[config.mk]
export PLATFORM = sky130hd
export DESIGN_NAME = mini16_mem_d_arbiter_flat
export DESIGN_NICKNAME = d
export VERILOG_FILES = /design/src/rtl/mini16_mem_d_arbiter_if.sv /design/src/rtl/mini16_mem_d_arbiter.sv /design/src/flat_wrapper.sv
export SDC_FILE = /design/constraint.sdc
export NUM_CORES = 1
export LEC_CHECK = 0
export CORE_ASPECT_RATIO = 1.5
export CORE_MARGIN = 5
export CORE_UTILIZATION = 38
export DETAILED_ROUTE_END_ITERATION = 10
export HOLD_SLACK_MARGIN = 0.12
export MAX_ROUTING_LAYER = met4
export PLACE_DENSITY = 0.88
export SYNTH_ARGS = -nofsm -noshare
export SYNTH_HDL_FRONTEND = slang
export SYNTH_SLANG_ARGS = --single-unit
[constraint.sdc]
create_clock -name clk -period 4.6 [get_ports clk]
set_clock_uncertainty 0.15 [all_clocks]
set_input_delay 0.69 -clock clk [delete_from_list [all_inputs] [get_ports clk]]
set_output_delay 0.69 -clock clk [all_outputs]
set_load 0.03 [all_outputs]
[src/rtl/mini16_mem_d_arbiter_if.sv]
// mini16_mem_d_arbiter_if
//   Bundles the requester handshake and the memory bus of the arbiter.
//   Requester side : req, req_we, req_addr, req_wdata (packed per requester),
//                    req_mask, prio_en in; ack, rvalid, rdata out.
//   Memory side    : mem_r_addr, mem_w_addr, mem_w_data, mem_we out;
//                    mem_r_data in (valid one cycle after mem_r_addr).
//   Modports: master = the arbiter itself, slave = requesters + memory.
interface mini16_mem_d_arbiter_if #(
   parameter int N_REQ   = 4,
   parameter int WIDTH_D = 16,
   parameter int DEPTH_D = 8
);
   logic [N_REQ-1:0]         req;
   logic [N_REQ-1:0]         req_we;
   logic [N_REQ*DEPTH_D-1:0] req_addr;
   logic [N_REQ*WIDTH_D-1:0] req_wdata;
   logic [N_REQ-1:0]         req_mask;
   logic                     prio_en;
   logic [N_REQ-1:0]         ack;
   logic [N_REQ-1:0]         rvalid;
   logic [WIDTH_D-1:0]       rdata;
   logic [DEPTH_D-1:0]       mem_r_addr;
   logic [DEPTH_D-1:0]       mem_w_addr;
   logic [WIDTH_D-1:0]       mem_w_data;
   logic                     mem_we;
   logic [WIDTH_D-1:0]       mem_r_data;

   modport master (
      input  req, req_we, req_addr, req_wdata, req_mask, prio_en, mem_r_data,
      output ack, rvalid, rdata, mem_r_addr, mem_w_addr, mem_w_data, mem_we
   );

   modport slave (
      output req, req_we, req_addr, req_wdata, req_mask, prio_en, mem_r_data,
      input  ack, rvalid, rdata, mem_r_addr, mem_w_addr, mem_w_data, mem_we
   );
endinterface

[src/rtl/mini16_mem_d_arbiter.sv]
// mini16_mem_d_arbiter
//   Round-robin arbiter giving N_REQ requesters shared access to one
//   synchronous memory port pair, one access per cycle. prio_en gives
//   requester 0 fixed top priority (loader mode).
//   Ports:
//     clk   - sole clock, posedge
//     reset - synchronous, active-high
//     bus   - mini16_mem_d_arbiter_if.master (requester handshake + memory bus)
//   Timing: pick in cycle N -> ack/mem_* registered for cycle N+1 ->
//   for reads, rvalid in cycle N+2 with rdata taken straight from mem_r_data.
module mini16_mem_d_arbiter #(
   parameter int N_REQ   = 4,
   parameter int WIDTH_D = 16,
   parameter int DEPTH_D = 8
) (
   input  logic clk,
   input  logic reset,
   mini16_mem_d_arbiter_if.master bus
);
   localparam int PTR_W = $clog2(N_REQ);
   localparam logic [PTR_W-1:0] PTR_LAST = PTR_W'(N_REQ - 1);

   logic [DEPTH_D-1:0] addr_arr  [N_REQ];
   logic [WIDTH_D-1:0] wdata_arr [N_REQ];

   generate
      for (genvar gi = 0; gi < N_REQ; gi++) begin : g_unpack
         assign addr_arr[gi]  = bus.req_addr[gi*DEPTH_D +: DEPTH_D];
         assign wdata_arr[gi] = bus.req_wdata[gi*WIDTH_D +: WIDTH_D];
      end
   endgenerate

   logic [N_REQ-1:0]   ack_q, ack_d;
   logic [N_REQ-1:0]   rvalid_q, rvalid_d;
   logic               mem_we_q, mem_we_d;
   logic [DEPTH_D-1:0] mem_r_addr_q, mem_r_addr_d;
   logic [DEPTH_D-1:0] mem_w_addr_q, mem_w_addr_d;
   logic [WIDTH_D-1:0] mem_w_data_q, mem_w_data_d;
   logic [PTR_W-1:0]   rr_ptr_q, rr_ptr_d;

   logic [N_REQ-1:0]   elig;
   logic               pick_valid;
   logic [PTR_W-1:0]   pick_idx;
   logic [PTR_W:0]     cand;

   // A requester acked this cycle sits out one cycle, which is what
   // spreads back-to-back service across the other requesters.
   assign elig = bus.req & ~bus.req_mask & ~ack_q;

   always_comb begin
      pick_valid = 1'b0;
      pick_idx   = '0;
      cand       = '0;
      if (bus.prio_en && elig[0]) begin
         pick_valid = 1'b1;
      end else begin
         // Walk the distances from far to near so the nearest eligible
         // index after rr_ptr is the one left standing.
         for (int k = N_REQ; k >= 1; k--) begin
            cand = {1'b0, rr_ptr_q} + (PTR_W+1)'(k);
            if (cand >= (PTR_W+1)'(N_REQ)) begin
               cand = cand - (PTR_W+1)'(N_REQ);
            end
            if (elig[cand[PTR_W-1:0]]) begin
               pick_valid = 1'b1;
               pick_idx   = cand[PTR_W-1:0];
            end
         end
      end
   end

   always_comb begin
      ack_d        = '0;
      mem_we_d     = 1'b0;
      mem_r_addr_d = mem_r_addr_q;
      mem_w_addr_d = mem_w_addr_q;
      mem_w_data_d = mem_w_data_q;
      rr_ptr_d     = rr_ptr_q;
      // The read issued this cycle returns data next cycle.
      rvalid_d     = mem_we_q ? '0 : ack_q;
      if (pick_valid) begin
         ack_d[pick_idx] = 1'b1;
         mem_we_d        = bus.req_we[pick_idx];
         mem_r_addr_d    = addr_arr[pick_idx];
         mem_w_addr_d    = addr_arr[pick_idx];
         mem_w_data_d    = wdata_arr[pick_idx];
         rr_ptr_d        = pick_idx;
      end
   end

   always_ff @(posedge clk) begin
      if (reset) begin
         ack_q        <= '0;
         rvalid_q     <= '0;
         mem_we_q     <= 1'b0;
         mem_r_addr_q <= '0;
         mem_w_addr_q <= '0;
         mem_w_data_q <= '0;
         rr_ptr_q     <= PTR_LAST;
      end else begin
         ack_q        <= ack_d;
         rvalid_q     <= rvalid_d;
         mem_we_q     <= mem_we_d;
         mem_r_addr_q <= mem_r_addr_d;
         mem_w_addr_q <= mem_w_addr_d;
         mem_w_data_q <= mem_w_data_d;
         rr_ptr_q     <= rr_ptr_d;
      end
   end

   assign bus.ack        = ack_q;
   assign bus.rvalid     = rvalid_q;
   assign bus.rdata      = bus.mem_r_data;
   assign bus.mem_we     = mem_we_q;
   assign bus.mem_r_addr = mem_r_addr_q;
   assign bus.mem_w_addr = mem_w_addr_q;
   assign bus.mem_w_data = mem_w_data_q;
endmodule
[src/flat_wrapper.sv]
// flat-port wrapper written by rule: the top's interface ports become plain ports
module mini16_mem_d_arbiter_flat 
#(
   parameter int N_REQ   = 4,
   parameter int WIDTH_D = 16,
   parameter int DEPTH_D = 8
)
  (clk, reset, bus_req, bus_req_we, bus_req_addr, bus_req_wdata, bus_req_mask, bus_prio_en, bus_mem_r_data, bus_ack, bus_rvalid, bus_rdata, bus_mem_r_addr, bus_mem_w_addr, bus_mem_w_data, bus_mem_we);
  mini16_mem_d_arbiter_if #(.N_REQ(N_REQ), .WIDTH_D(WIDTH_D), .DEPTH_D(DEPTH_D)) bus_i ();
  input  logic clk;
  input  logic reset;
  input wire logic [$bits(bus_i.req)-1:0] bus_req;
  input wire logic [$bits(bus_i.req_we)-1:0] bus_req_we;
  input wire logic [$bits(bus_i.req_addr)-1:0] bus_req_addr;
  input wire logic [$bits(bus_i.req_wdata)-1:0] bus_req_wdata;
  input wire logic [$bits(bus_i.req_mask)-1:0] bus_req_mask;
  input wire logic [$bits(bus_i.prio_en)-1:0] bus_prio_en;
  input wire logic [$bits(bus_i.mem_r_data)-1:0] bus_mem_r_data;
  output wire logic [$bits(bus_i.ack)-1:0] bus_ack;
  output wire logic [$bits(bus_i.rvalid)-1:0] bus_rvalid;
  output wire logic [$bits(bus_i.rdata)-1:0] bus_rdata;
  output wire logic [$bits(bus_i.mem_r_addr)-1:0] bus_mem_r_addr;
  output wire logic [$bits(bus_i.mem_w_addr)-1:0] bus_mem_w_addr;
  output wire logic [$bits(bus_i.mem_w_data)-1:0] bus_mem_w_data;
  output wire logic [$bits(bus_i.mem_we)-1:0] bus_mem_we;
  assign bus_i.req = bus_req;
  assign bus_i.req_we = bus_req_we;
  assign bus_i.req_addr = bus_req_addr;
  assign bus_i.req_wdata = bus_req_wdata;
  assign bus_i.req_mask = bus_req_mask;
  assign bus_i.prio_en = bus_prio_en;
  assign bus_i.mem_r_data = bus_mem_r_data;
  assign bus_ack = bus_i.ack;
  assign bus_rvalid = bus_i.rvalid;
  assign bus_rdata = bus_i.rdata;
  assign bus_mem_r_addr = bus_i.mem_r_addr;
  assign bus_mem_w_addr = bus_i.mem_w_addr;
  assign bus_mem_w_data = bus_i.mem_w_data;
  assign bus_mem_we = bus_i.mem_we;
  mini16_mem_d_arbiter #(.N_REQ(N_REQ), .WIDTH_D(WIDTH_D), .DEPTH_D(DEPTH_D)) u_core (.clk(clk), .reset(reset), .bus(bus_i));
endmodule
# == Word-level counts from Yosys, hierarchy flattened ==
# Cells that the tools add are included.
# classes
order_cmp,11
n_reduce_logical,4
addsub,8
n_mux,36
bitwise_logic,6
# ops
op,n
$bmux 16 s2,1
$mux 16,2
$mux 2,13
$bmux 8 s2,1
$mux 8,2
$ge 3x3->1 const B,5
$lt 2x3->1 const B,5
$mux 1,11
$bmux 1 s2,5
$and 4x4->4,2
$not 4->4,2
$sub 2x1->2 const B,4
$add 2x2->3 const B,2
$reduce_or 2->1,2
$add 2x1->3 const B,1
$add 2x3->3 const B,1
$not 2->3,1
$demux 1 s2,1
$ge 2x1->1 const B,1
$logic_and 1x1->1,2
$not 1->1,1
# totals
reg_bits,35
output_inout_bits,57
word_cells,71
in_bits,127

# == Logic depth before layout (Yosys ltp) ==
# Gate-level depths: netlist of the first run.
# depth
depth_word,16
ltp_mapped,8
ltp_nobuf,6

# == Worst setup path before layout of the first run ==
# Ideal clock, no wire load.
# synth_timing
path_kind,input -> register
startpoint,input port bus_req_mask[3]
endpoint,register u_core.mem_r_addr_q[7] (netlist: u_core.bus.mem_r_addr[7])
slack_ps,2081
path_buffers,2
setup_ps,142
t_arrival_ps,2227
t_required_ps,4308
path_stages,8
path_cell_list,or3b_4 > nor3_1 > o311a_1 > buf_6 > a21oi_4 > buf_4 > a221oi_2 > a211oi_2
# synth_between
elab_chain_cells,14
word_cells_on_any_way,25
classes_between,21 x mux; 4 x bitwise
# synth_lines
element,line_no,source
from (decl),flat_wrapper.sv:16,input wire logic [$bits(bus_i.req_mask)-1:0] bus_req_mask;
$not 4->4 *,mini16_mem_d_arbiter.sv:48,assign elig = bus.req & ~bus.req_mask & ~ack_q;
$and 4x4->4 * (2 in a row),mini16_mem_d_arbiter.sv:48,
$bmux 1 s2,mini16_mem_d_arbiter.sv:64,if (elig[cand[PTR_W-1:0]]) begin
$mux 1 (not written as such),mini16_mem_d_arbiter.sv:64,
$mux 2 (4 in a row),mini16_mem_d_arbiter.sv:64,
$mux 2,mini16_mem_d_arbiter.sv:54,if (bus.prio_en && elig[0]) begin
$not 2->3 (not written as such),mini16_mem_d_arbiter.sv:84,mem_r_addr_d = addr_arr[pick_idx];
$bmux 8 s2,mini16_mem_d_arbiter.sv:84,
$mux 8 (not written as such) (2 in a row),mini16_mem_d_arbiter.sv:84,
to (signal assigned),mini16_mem_d_arbiter.sv:104,mem_r_addr_q <= mem_r_addr_d;
to (decl),mini16_mem_d_arbiter.sv:36,"logic [DEPTH_D-1:0] mem_r_addr_q, mem_r_addr_d;"
# Mark *: on every way between the ends. The rest lies on a longest branch, timed or not. The select of a mux whose other input is x is not followed.
# A chain may end at the register's enable or synchronous reset.

# == Final worst setup path of the first run ==
# layout_timing
startpoint,input port bus_req[1]
endpoint,register u_core.mem_r_addr_q[0] (netlist: u_core.bus.mem_r_addr[0])
# layout_between
elab_chain_cells,13
word_cells_on_any_way,24
classes_between,21 x mux; 3 x bitwise
# layout_lines
element,line_no,source
from (decl),flat_wrapper.sv:12,input wire logic [$bits(bus_i.req)-1:0] bus_req;
$and 4x4->4 * (2 in a row),mini16_mem_d_arbiter.sv:48,
$bmux 1 s2,mini16_mem_d_arbiter.sv:64,
$mux 1 (not written as such),mini16_mem_d_arbiter.sv:64,
$mux 2 (4 in a row),mini16_mem_d_arbiter.sv:64,
$mux 2,mini16_mem_d_arbiter.sv:54,
$not 2->3 (not written as such),mini16_mem_d_arbiter.sv:84,
$bmux 8 s2,mini16_mem_d_arbiter.sv:84,
$mux 8 (not written as such) (2 in a row),mini16_mem_d_arbiter.sv:84,
# Marks and branches as above.

==> results.txt, run 1 <==
The flow ran to the end, and the final reports show no timing, DRC or antenna violations. The post-layout total power came out at 1.283 mW. In this run the critical register-to-register path is launched from u_core.bus.ack[1]. The critical-path maximum fanout is 21. The worst setup slack after layout came out at 1.208 ns. Setup repair after global routing left no endpoint under its margin. The highest-delay cell along the critical path is sky130_fd_sc_hd__a21oi_4. Summed over all instances, the cell type with the most area after synthesis is sky130_fd_sc_hd__dfxtp_1. The number of hold buffers added after CTS was 0. When the netlist entered floorplanning its net count stood at 393. The mean instance size in the synthesized netlist is 9.389 µm². The number of hold-slack violations in the final timing report is 0.

The cell count after synthesis came out at 266. The number of standard-cell rows in the floorplan is 36. The CTS buffer count is 5. The TritonCTS sink count came out at 35. The net count of the finished layout came out at 511. The die covers 0.008327 mm². The initial standard-cell utilization of the core is 0.3877. At the worst endpoint, the required time is 4.66 ns. The first global-routing pass estimated 13.28 mm of wire. Sorting the synthesized cells by how often they occur yields 35 x sky130_fd_sc_hd__dfxtp_1, 28 x sky130_fd_sc_hd__nor2_1, 26 x sky130_fd_sc_hd__buf_4, 26 x sky130_fd_sc_hd__nand3_1, 20 x sky130_fd_sc_hd__nand2_1.

The total overflow left after global routing is 0. The starting DRC count in detailed routing is 157. The setup path with the least slack is of type input port to flip-flop. Summing every instance area after synthesis gives 0.002497 mm². The estimated wirelength of the detail-placed design came out at 6.782 mm. The share of the cycle needed by the critical path after routing is 0.7373. No sink is reached through more buffers than the 2 on the longest clock path. The count of endpoints failing setup in the final report came out at 0. The relative contribution of sequential cells to total power came out at 0.295.

Summed over all layers, the routed wires come to 8.749 mm. The clock transition time at the flip-flop clock pins of the worst setup and hold paths is 0.08 ns. The worst hold-check path type is flip-flop to flip-flop. The vertical die dimension came out at 109.3 µm. The part of the total power dissipated in combinational logic came out at 0.484. The final max-slew violation count is 0. The netlist uses 48 different library cells.

In this run, synthesis inferred 0 flip-flops with an integrated enable. The hold path startpoint is u_core.bus.mem_w_data[15]. The worst setup slack after placement came out at 0.9086 ns. The data arrival time of the critical path is 3.45 ns. TritonCTS built the clock tree. The area share of the largest cell type after synthesis is 0.2806.

STA classifies the critical path endpoint as a flip-flop. Relative to the synthesized area, the layout overhead comes to 57.31%. The via count of the first global-routing pass came to 2836. In the routed layout, each cell is associated on average with a via count of 5.761.

Sorting the synthesized cells by area gives the leading types as sky130_fd_sc_hd__dfxtp_1 28%, sky130_fd_sc_hd__a221oi_2 11%, sky130_fd_sc_hd__buf_4 7.8%. The weighted congestion reported at the end of routability-driven placement came out at 0.8949. Among all cell types in the netlist, the one instantiated most often is sky130_fd_sc_hd__dfxtp_1.

Once layout is complete, the utilization of the core stands at 0.6099. The worst setup path is launched from an input port. Detailed routing inserted a total of 2656 vias.

The cell family contributing the most delay on the critical path is compound AO/OA/AOI/OAI gates. The final critical delay including setup and external delays is 3.392 ns. The leakage power of the design came out at 1.400 nW.

The remaining max-slew budget at the tightest pin is 0.3366. In this run the power density over the cells is 326.6 mW/mm². The global routing stage identified its most utilized layer as met2. The number of top-level pins came out at 184. Setup total negative slack on the finished layout was measured at 0 ns. The global routing met2 resource utilization is 0.3830. The number of antenna violations at the first check in global routing came out at 0. The predominant post-synthesis flop cell is sky130_fd_sc_hd__dfxtp_1.

The clock reaches the later pin of the worst-skew pair after 0.29 ns. The core outline area came out at 0.006441 mm². The share of post-route cells with drive strength above 1 came out at 0.1662. The tree is rooted in a sky130_fd_sc_hd__clkbuf_8. Entering global routing, the biggest net connects 32 pins. The number of nets with antenna violations after detailed routing came out at 0. The die is 76.19 µm wide. The setup check on the worst reg-to-reg path leaves a slack of 1.75 ns. Input and output buffers added on the ports amount to 151. The number of antenna diodes in the final layout is 0. The count of state elements after synthesis is 35.

The maximum resistive drop on vdd came out at 0.1424 mV. In this run the power spent charging and discharging nets is 0.4873 mW. The Yosys step of the flow raised 0 warnings.

The largest single stage delay on the critical path is 0.79 ns. The cell internal power dissipation came out at 0.7959 mW. The total global-route track usage came out at 0.2026. The most critical setup path has its startpoint at bus_req[1]. The count of max-cap constraint violations is 0.

The number of gates resized after cts came out at 0. Walking the worst path, the cells encountered are clkdlybuf4s50_1 -> nor3b_2 -> nor2_2 -> o2111a_1 -> a21oi_4 -> a221oi_1 -> a311oi_1. At the pin with the least slew margin, the transition time is 0.9927 ns.

Of the total power, the clock network draws 0.222. In the global route stage, met1 resource usage came out at 0.1918. The met3 demand-to-capacity share in global routing came out at 0.03852. The timing-limited maximum frequency is 0.2949 GHz. The routed length per placed instance came out at 18.98 µm. The count of buffering cells on the critical path with inverters included is 1. The number of iterations in the first detailed-routing pass is 4. The total number of H-tree levels came out at 2. The post-CTS repair timing setup buffer count is 0.

The proportion of total power due to net switching is 0.3798. The async set-or-reset flop fraction in the synthesized netlist came out at 0. Of the synthesized area, sequential elements account for 0.2806. The count of unresolved DRC violations after routing is 0.
==> cell usage in the layout, fill, tap and decap left out, drive strengths merged, types with 2 or more instances in the layout <==
cell type and n:
clkinv 2, nand2 20, and2 6, dfxtp 35
a221oi 19, mux2 17, nor3 4, o21ai 3
nor4 3, clkdlybuf4s50 151, a211oi 14, nor3b 5
a311oi 13, or3b 3, nand3 26, a21oi 9
nor2 31, clkbuf 5, buf 3
==> power by group through the flow <==
stage	registers (mW)	logic (mW)	clock network, mW
2_1_floorplan	0.454	0.357	0
3_3_place_gp	0.384	0.611	0
3_5_place_dp	0.385	0.619	0
4_1_cts	0.378	0.622	0.289
5_1_grt	0.385	0.656	0.303
6_report	0.378	0.621	0.284
==> worst min-delay path: cells and delay by family (launching register included) <==
kind	cells	cell delay [ns]
AOI/OAI and AO/OA	1	0.05
DFF	1	0.31
and+or+nand+nor	1	0.09
==> path summary, 6_finish.rpt <==
check | to | cells after the start
max | u_core.bus.mem_r_addr[0] | 7
min | u_core.bus.mem_w_data[15] | 2
max reg2reg | u_core.bus.mem_r_addr[0] | 6
min reg2reg | u_core.bus.mem_w_data[15] | 2
==> per-stage QoR <==
step	cell area (µm²)	std cells	hold WS [ns]
floorplan	2497	266	0.3836
global placement	3816	453	0.3354
detailed placement	3816	453	0.3452
CTS	3929	461	0.3553
global route	3929	461	0.3742
finish	3929	461	0.3528
==> flip-flops by register name, indices dropped and copies added (netlist names) <==
register,cells
u_core.bus.mem_w_data,16
u_core.bus.mem_we,1
u_core.rr_ptr_q,2
u_core.bus.rvalid,4
u_core.bus.ack,4
u_core.bus.mem_r_addr,8
==> logic make-up (layout without fill, tap and decap cells) <==
family / count (synthesis) / in the layout / share of synthesized area
simple gates: 104 / 104 / 0.2330
compound gates: 66 / 66 / 0.2811
buf+inv: 44 / 163 / 0.1288
flops: 35 / 35 / 0.2806
mux: 17 / 17 / 0.07666
==> layout make-up <==
class | count | area (µm²)
multi-input cells | 187 | 1483
fillers | 566 | 2512
flip-flops and latches | 35 | 700.7
clock buffers | 5 | 68.82
well taps | 76 | 95.09
repair buffers | 154 | 1534
inverters | 1 | 3.754
clock inverters | 3 | 43.79
==> routing by layer <==
layer / wire length, µm / share of wire
met5: 0 / 0
met4: 429 / 0.049
met3: 545 / 0.062
met2: 4700 / 0.54
met1: 3073 / 0.35
No activity file was read; power rests on OpenSTA's default activity.
==> inputs of run 2 (changes only) <==
--- a/config.mk
+++ b/config.mk
@@ -7,11 +7,11 @@
 export LEC_CHECK = 0
 export CORE_ASPECT_RATIO = 1.5
 export CORE_MARGIN = 5
-export CORE_UTILIZATION = 38
+export CORE_UTILIZATION = 31
 export DETAILED_ROUTE_END_ITERATION = 10
 export HOLD_SLACK_MARGIN = 0.12
 export MAX_ROUTING_LAYER = met4
-export PLACE_DENSITY = 0.88
+export PLACE_DENSITY = 0.77
 export SYNTH_ARGS = -nofsm -noshare
 export SYNTH_HDL_FRONTEND = slang
 export SYNTH_SLANG_ARGS = --single-unit
==> constraint.sdc (replaced) <==
create_clock -name clk -period 2.73 [get_ports clk]
set_clock_uncertainty 0.15 [all_clocks]
set_input_delay 0.4095 -clock clk [delete_from_list [all_inputs] [get_ports clk]]
set_output_delay 0.4095 -clock clk [all_outputs]
set_load 0.03 [all_outputs]
==> run 2 against run 1 <==
Sequential power up 69%. Combinational power increased by 88%. Critical path depth up 1. Via count up 0.90%. Clock power increased by 130%. Highest routed layer unchanged.
==> results.txt, run 2 (synthesized netlist as in run 1, its figures left out) <==
The data required time of the worst path came out at 2.73 ns (-1.93 ns). The flip-flop count of the largest register after layout is 16 (unchanged). The total global-route track usage came out at 0.1770 (-0.02560).

The CTS buffer count is 5 (unchanged). Compared with the post-synthesis result, the final layout area differs by 72.09%. The remaining max-slew budget at the tightest pin came to 0.7087 (+0.3720). The routed length per placed instance is 17.58 µm (-7.3%). The weighted congestion reported at the end of routability-driven placement came out at 0.8471 (-5.3%). The number of standard-cell rows in the floorplan came out at 40 (+11%). The number of hold-slack violations in the final timing report came out at 0 (unchanged).

The share of post-route cells with drive strength above 1 is 0.2176 (+0.05137). The estimated wirelength of the detail-placed design is 7.160 mm (+5.6%). The part of the total power dissipated in combinational logic is 0.472 (-0.012).

The run finished with clean final reports. TritonCTS built the clock tree. The count of max-cap constraint violations came out at 0 (unchanged).

The core outline area is 0.007958 mm² (+24%). The post-CTS repair timing setup buffer count came to 0 (unchanged). The number of antenna violations at the first check in global routing came out at 0 (unchanged). The net switching power of the design was 0.8630 mW (+77%). The destination of the worst hold path is u_core.bus.mem_w_data[5].

The via count is 2680 (+0.90%). Leaving out fill and tap cells, the most frequent cell in the layout is sky130_fd_sc_hd__clkdlybuf4s50_1. The cell internal power dissipation is 1.605 mW (+100%). The critical-path maximum fanout came out at 12 (-43%). The pin count of the biggest net entering global routing was 33 (+3.1%). The maximum resistive drop on vdd is 0.4053 mV (+180%). The number of iterations in the first detailed-routing pass is 4 (unchanged). The count of inserted antenna diode cells came out at 0 (unchanged).

The leakage power of the design is 1.574 nW (+12%). The clock latency of the later-clocked register in the worst-skew pair came out at 0.28 ns (about the same). The total number of H-tree levels is 2 (unchanged). Counting I/O delays and the setup requirement, the final critical path takes 2.578 ns. The path class of the tightest hold or removal check is flip-flop to flip-flop. The largest buffer count on any clock path was 2 (unchanged). The horizontal die dimension is 83.29 µm (+9.3%).

The actual slew at the worst max-slew pin came out at 0.4364 ns (-0.5563 ns). The worst hold path begins at u_core.bus.mem_w_data[5]. The data arrival time of the critical path is 2.58 ns (-0.87 ns). The die outline area is 0.009988 mm² (+20%).

By startpoint and endpoint, the worst setup path is classified as input port to flip-flop. The end of the worst register-to-register path is u_core.bus.mem_w_data[12]. The share of the cycle needed by the critical path after routing is 0.9445.

The TritonCTS sink count came out at 35 (unchanged). The startpoint identified for the worst register-to-register timing path is u_core.bus.ack[1]. The total power divided by cell area is 574.3 mW/mm² (+76%). The number of port buffers is 151 (unchanged). The worst-case hold slack is 0.3521 ns (-0.0007530 ns). The cell area after placement is 0.004113 mm² (+7.8%). The relative contribution of sequential cells to total power was 0.259 (-0.036).

The final standard cell area without fillers came out at 0.004298 mm² (+9.4%). The minimum setup slack among reg-to-reg paths is 0.41 ns (-1.34 ns). The timing-limited maximum frequency is 0.3878 GHz. The number of top-level pins is 184 (unchanged). Setup repair after global routing could not meet its margin everywhere. The share of power burned in the clock network came out at 0.269 (+0.047).

The via count of the first global-routing pass came to 2775 (-2.2%). The final routed wirelength across all metal layers came out at 9.038 mm (+3.3%). The wire length of the first global-routing pass was 13.88 mm (+4.5%). The count of unresolved DRC violations after routing came out at 0 (unchanged). The clock transition time at the flip-flop clock pins of the worst setup and hold paths is 0.06 ns (-0.02 ns). The starting DRC count in detailed routing is 156 (-0.64%). The number of nets with antenna violations after detailed routing is 0 (unchanged). The initial standard-cell utilization of the core is 0.3138 (-0.07389). The final max-slew violation count was 0 (unchanged).

The post-cts hold buffer count is 0 (unchanged). The vias per cell came out at 5.214 (-9.5%). The vertical die dimension came out at 119.9 µm (+9.7%). STA classifies the critical path startpoint as an input port. The number of filler cells placed in the layout was 710 (+25%). The net count of the finished layout is 535 (+4.7%). STA classifies the critical path endpoint as a flip-flop.

The cell count of the worst reg-to-reg path was 7 (+1). In this run the clock root is driven by a sky130_fd_sc_hd__clkbuf_16. The total congestion overflow after global routing came out at 0 (unchanged). The worst hold path depth came out at 2 (unchanged). Leaving out fill and tap cells, the most frequent cells in the layout are 151 x sky130_fd_sc_hd__clkdlybuf4s50_1, 35 x sky130_fd_sc_hd__dfxtp_1, 27 x sky130_fd_sc_hd__nor2_1, 26 x sky130_fd_sc_hd__nand3_1, 20 x sky130_fd_sc_hd__nand2_1. The proportion of total power due to net switching came to 0.3496 (-0.03014).

The number of gates resized after cts is 0 (unchanged). The count of endpoints failing setup in the final report came out at 0 (unchanged).
[run 2: changes by cell type in the layout (fill, tap and decap cells not counted), moves of 5 or more]
| cell | delta |
|---|---|
| sky130_fd_sc_hd__buf_4 | +16 |
| sky130_fd_sc_hd__buf_12 | +7 |
| sky130_fd_sc_hd__clkbuf_16 | +5 |
| sky130_fd_sc_hd__clkbuf_8 | -5 |
[run 2: how the worst max path moves through the flow]
stage	startpoint	end	slack, ns	cells after the start
6_report	bus_req[1]	u_core.bus.mem_w_data[12]	0.15	8
5_1_grt	bus_req[1]	u_core.bus.ack[3]	-0.02	7
4_1_cts	bus_req[3]	u_core.bus.mem_w_data[1]	0.11	8
3_5_place_dp	bus_req[3]	u_core.bus.mem_w_data[1]	-0.17	8
3_3_place_gp	bus_req[3]	u_core.bus.mem_r_addr[0]	-0.06	8
2_1_floorplan	u_core.bus.ack[3]	u_core.bus.mem_r_addr[7]	0.46	8
[run 2: metrics by stage]
step           std cells  setup slack (ns)  TNS [ns]  power, mW    util
3_5_place_dp         505           -0.1749    -3.415      1.816  0.5168
4_1_cts              513            0.1086         0      2.488  0.5385
3_3_place_gp         505          -0.06436   -0.4470      1.796  0.5168
2_1_floorplan        266            0.4575         0      1.366       -
5_1_grt              514          -0.01810  -0.03388      2.594  0.5401
6_report             514            0.1516         0      2.468  0.5401
[run 2: power groups by stage]
stage	clock, mW	combinational, mW	sequential (mW)
floorplan	0	0.601	0.765
global placement	0	1.15	0.648
detailed placement	0	1.17	0.649
CTS	0.677	1.17	0.639
global route	0.703	1.24	0.648
finish	0.664	1.17	0.639
[run 2: final cells by class]
| class | count | area (µm²) | share of cell area |
|---|---|---|---|
| Clock buffer | 5 | 125.1 | 0.02911 |
| Tap cell | 105 | 131.4 | 0.03057 |
| Sequential cell | 35 | 700.7 | 0.1630 |
| Inverter | 1 | 3.754 | 0.0008734 |
| Multi-Input combinational cell | 188 | 1495 | 0.3479 |
| Clock inverter | 3 | 47.55 | 0.01106 |
| Timing Repair Buffer | 177 | 1794 | 0.4175 |
[run 2: worst max-delay path: stages]
cell,delay (ns)
sky130_fd_sc_hd__clkdlybuf4s50_1,0.49
sky130_fd_sc_hd__or3b_1,0.42
sky130_fd_sc_hd__o211ai_1,0.23
sky130_fd_sc_hd__o311a_1,0.33
sky130_fd_sc_hd__a21oi_4,0.11
sky130_fd_sc_hd__buf_12,0.17
sky130_fd_sc_hd__a221oi_2,0.30
sky130_fd_sc_hd__a211oi_2,0.11
[run 2: metal layers]
layer  global-route usage  routed length (µm)  vias to the layer above
li1                     -                   -                     1277
met4              0.07362                 323                        0
met2               0.3343                5036                      112
met3              0.03159                 541                       34
met1               0.1766                3136                     1257
met5                    -                   0                        -
==> inputs of run 3 (changes only) <==
--- a/config.mk
+++ b/config.mk
@@ -10,7 +10,6 @@
 export CORE_UTILIZATION = 31
 export DETAILED_ROUTE_END_ITERATION = 10
 export HOLD_SLACK_MARGIN = 0.12
-export MAX_ROUTING_LAYER = met4
 export PLACE_DENSITY = 0.77
 export SYNTH_ARGS = -nofsm -noshare
 export SYNTH_HDL_FRONTEND = slang
==> run 3 against run 2 <==
Combinational power is essentially flat. Final area is the same. Sequential share of layout area is the same. Global-route usage shrank 0.47 points. Cell count is the same. Largest power group unchanged. Critical path type unchanged. Clock-buffer cell count is the same. Critical path depth is the same.
==> results.txt, run 3 (synthesized netlist as in run 1, its figures left out) <==
The total global-route track usage came out at 0.1722 (-0.004722). The critical path in this run is classified as input port to flip-flop. The area growth from synthesis to layout is 72.09% (unchanged).

The proportion of total power due to net switching is 0.3505 (+0.0008711). The leakage power of the design came out at 1.574 nW (unchanged). The die outline area is 0.009988 mm² (unchanged). The routed metal-1 wirelength is 3.085 mm (-1.6%).

The TritonCTS sink count is 35 (unchanged). The total congestion overflow after global routing is 0 (unchanged). Setup repair after global routing could not meet its margin everywhere. The number of nets with antenna violations after detailed routing is 0 (unchanged). The final routed wirelength across all metal layers is 9.080 mm (+0.46%). The flow ran to the end, and the final reports show no timing, DRC or antenna violations. The number of iterations in the first detailed-routing pass was 4 (unchanged). The number of top-level pins came out at 184 (unchanged).

The clock latency of the later-clocked register in the worst-skew pair came out at 0.28 ns (about the same). The net count of the finished layout is 535 (unchanged). The number of hold-slack violations in the final timing report was 0 (unchanged). The number of antenna violations at the first check in global routing came out at 0 (unchanged). The flip-flop count of the largest register after layout was 16 (unchanged). The via count of the first global-routing pass is 2776 (+0.036%). The data required time of the worst path is 2.73 ns (about the same). The final standard cell area without fillers came to 0.004298 mm² (unchanged). The most critical setup path has its startpoint at bus_req[1]. The total number of H-tree levels is 2 (unchanged). The initial standard-cell utilization of the core is 0.3138 (unchanged). The actual slew at the worst max-slew pin is 0.4252 ns (-0.01121 ns). The cell area after placement came out at 0.004113 mm² (unchanged). The cell internal power dissipation was 1.605 mW (about the same). In this run the most critical hold path is launched from u_core.bus.mem_w_data[5]. The count of endpoints failing setup in the final report came to 0 (unchanged).

The count of max-cap constraint violations came out at 0 (unchanged). The count of unresolved DRC violations after routing is 0 (unchanged). The largest buffer count on any clock path came out at 2 (unchanged).

The clock transition time at the flip-flop clock pins of the worst setup and hold paths is 0.06 ns (about the same). The via count came out at 2675 (-0.19%). The total instance count after detailed placement is 505 (unchanged). The core outline area came out at 0.007958 mm² (unchanged). The share of the cycle needed by the critical path after routing is 0.9446 (about the same).

The starting DRC count in detailed routing came out at 140 (-10%). The relative contribution of sequential cells to total power came out at 0.258 (about the same). In this run the critical register-to-register path is launched from u_core.bus.ack[1]. The share of post-route cells with drive strength above 1 is 0.2176 (unchanged). The weighted congestion reported at the end of routability-driven placement came out at 0.8343 (-1.5%). The post-layout total power came to 2.472 mW (+0.14%). The final critical delay including setup and external delays was 2.579 ns (+0.0004130 ns). The maximum resistive drop on vdd was 0.4059 mV (+0.13%).

The routed length per placed instance came out at 17.67 µm (+0.46%). The timing-limited maximum frequency is 0.3878 GHz (about the same). The count of inserted antenna diode cells is 0 (unchanged).

The net switching power of the design was 0.8664 mW (+0.39%). The pin count of the biggest net entering global routing was 33 (unchanged). The fraction of the core area covered by cells at the end of the flow is 0.5401 (unchanged). The number of standard-cell rows in the floorplan is 40 (unchanged). The total power divided by cell area is 575.1 mW/mm² (+0.14%). The vias per cell was 5.204 (-0.19%). The routed length on met3 is 625 µm (+16%). The wire length of the first global-routing pass is 13.90 mm (+0.10%). The number of standard cells in the layout, taps in and fillers out is 514 (unchanged). The remaining max-slew budget at the tightest pin is 0.7165 (+0.007869). The final max-slew violation count is 0 (unchanged). The estimated wirelength of the detail-placed design is 7.160 mm (unchanged). The number of filler cells placed in the layout came to 710 (unchanged). The horizontal die dimension is 83.29 µm (unchanged). STA classifies the critical path startpoint as an input port. The routed wire length on met2 came out at 5.054 mm (+0.36%). The CTS buffer count came out at 5 (unchanged). The highest routing layer actually used is met4.

TritonCTS built the clock tree. The number of port buffers came out at 151 (unchanged). The library cell used most frequently in the layout, excluding fill and tap cells, is sky130_fd_sc_hd__clkdlybuf4s50_1. In this run the worst hold path is classified as flip-flop to flip-flop. The vertical die dimension was 119.9 µm (unchanged). The data arrival time of the critical path is 2.58 ns (about the same). In this run the clock root is driven by a sky130_fd_sc_hd__clkbuf_16. The part of the total power dissipated in combinational logic came out at 0.473 (about the same). The critical-path maximum fanout came out at 12 (unchanged). The share of power burned in the clock network came out at 0.269 (about the same). In the layout the commonest cells are 151 x sky130_fd_sc_hd__clkdlybuf4s50_1, 35 x sky130_fd_sc_hd__dfxtp_1, 27 x sky130_fd_sc_hd__nor2_1, 26 x sky130_fd_sc_hd__nand3_1, 20 x sky130_fd_sc_hd__nand2_1.

The worst setup path is captured at a flip-flop.
-- run 3: cell counts in the layout (fill, tap and decap cells not counted) --
Identical to the previous run, type by type.
-- run 3: final timing paths --
check,slack [ns],depth (start not counted),to
min,0.35,2,u_core.bus.mem_w_data[5]
max reg2reg,0.41,7,u_core.bus.mem_w_data[12]
max,0.15,8,u_core.bus.mem_w_data[12]
min reg2reg,0.35,2,u_core.bus.mem_w_data[5]
-- run 3: through the flow --
step,TNS (ns),worst slack (ns),hold slack [ns]
2_1_floorplan,0,0.4575,0.3362
3_3_place_gp,-0.4470,-0.06436,0.3376
3_5_place_dp,-3.415,-0.1749,0.3452
4_1_cts,0,0.1086,0.3531
5_1_grt,-0.03388,-0.01810,0.3740
6_report,0,0.1512,0.3508
-- run 3: per-layer routing --
layer | up-vias | track usage
met5 | - | 0
met4 | 0 | 0.07362
met3 | 32 | 0.04190
met2 | 115 | 0.3343
met1 | 1253 | 0.1704
li1 | 1275 | -
-- run 3: critical path: stages --
cell and delay [ns]:
sky130_fd_sc_hd__clkdlybuf4s50_1 0.49, sky130_fd_sc_hd__or3b_1 0.42, sky130_fd_sc_hd__o211ai_1 0.23, sky130_fd_sc_hd__o311a_1 0.33, sky130_fd_sc_hd__a21oi_4 0.11, sky130_fd_sc_hd__buf_12 0.17
sky130_fd_sc_hd__a221oi_2 0.30, sky130_fd_sc_hd__a211oi_2 0.11
-- run 3: power by group through the flow --
stage	registers [mW]	logic (mW)	clock network [mW]
2_1_floorplan	0.765	0.601	0
3_3_place_gp	0.648	1.15	0
3_5_place_dp	0.649	1.17	0
4_1_cts	0.639	1.17	0.677
5_1_grt	0.648	1.24	0.703
6_report	0.638	1.17	0.665
-- run 3: area by class of cell --
type / instances / area [µm²] / area share
repair buffers: 177 / 1794 / 0.4175
inverters: 1 / 3.754 / 0.0008734
multi-input cells: 188 / 1495 / 0.3479
clock inverters: 3 / 47.55 / 0.01106
clock buffers: 5 / 125.1 / 0.02911
flip-flops and latches: 35 / 700.7 / 0.1630
well taps: 105 / 131.4 / 0.03057
-- run 3: repair_timing --
item | in CTS | in global routing
gates resized for setup | 0 | 1
setup endpoints to repair | 0 | 3
buffers inserted | 0 | 0
hold buffers | 0 | 0
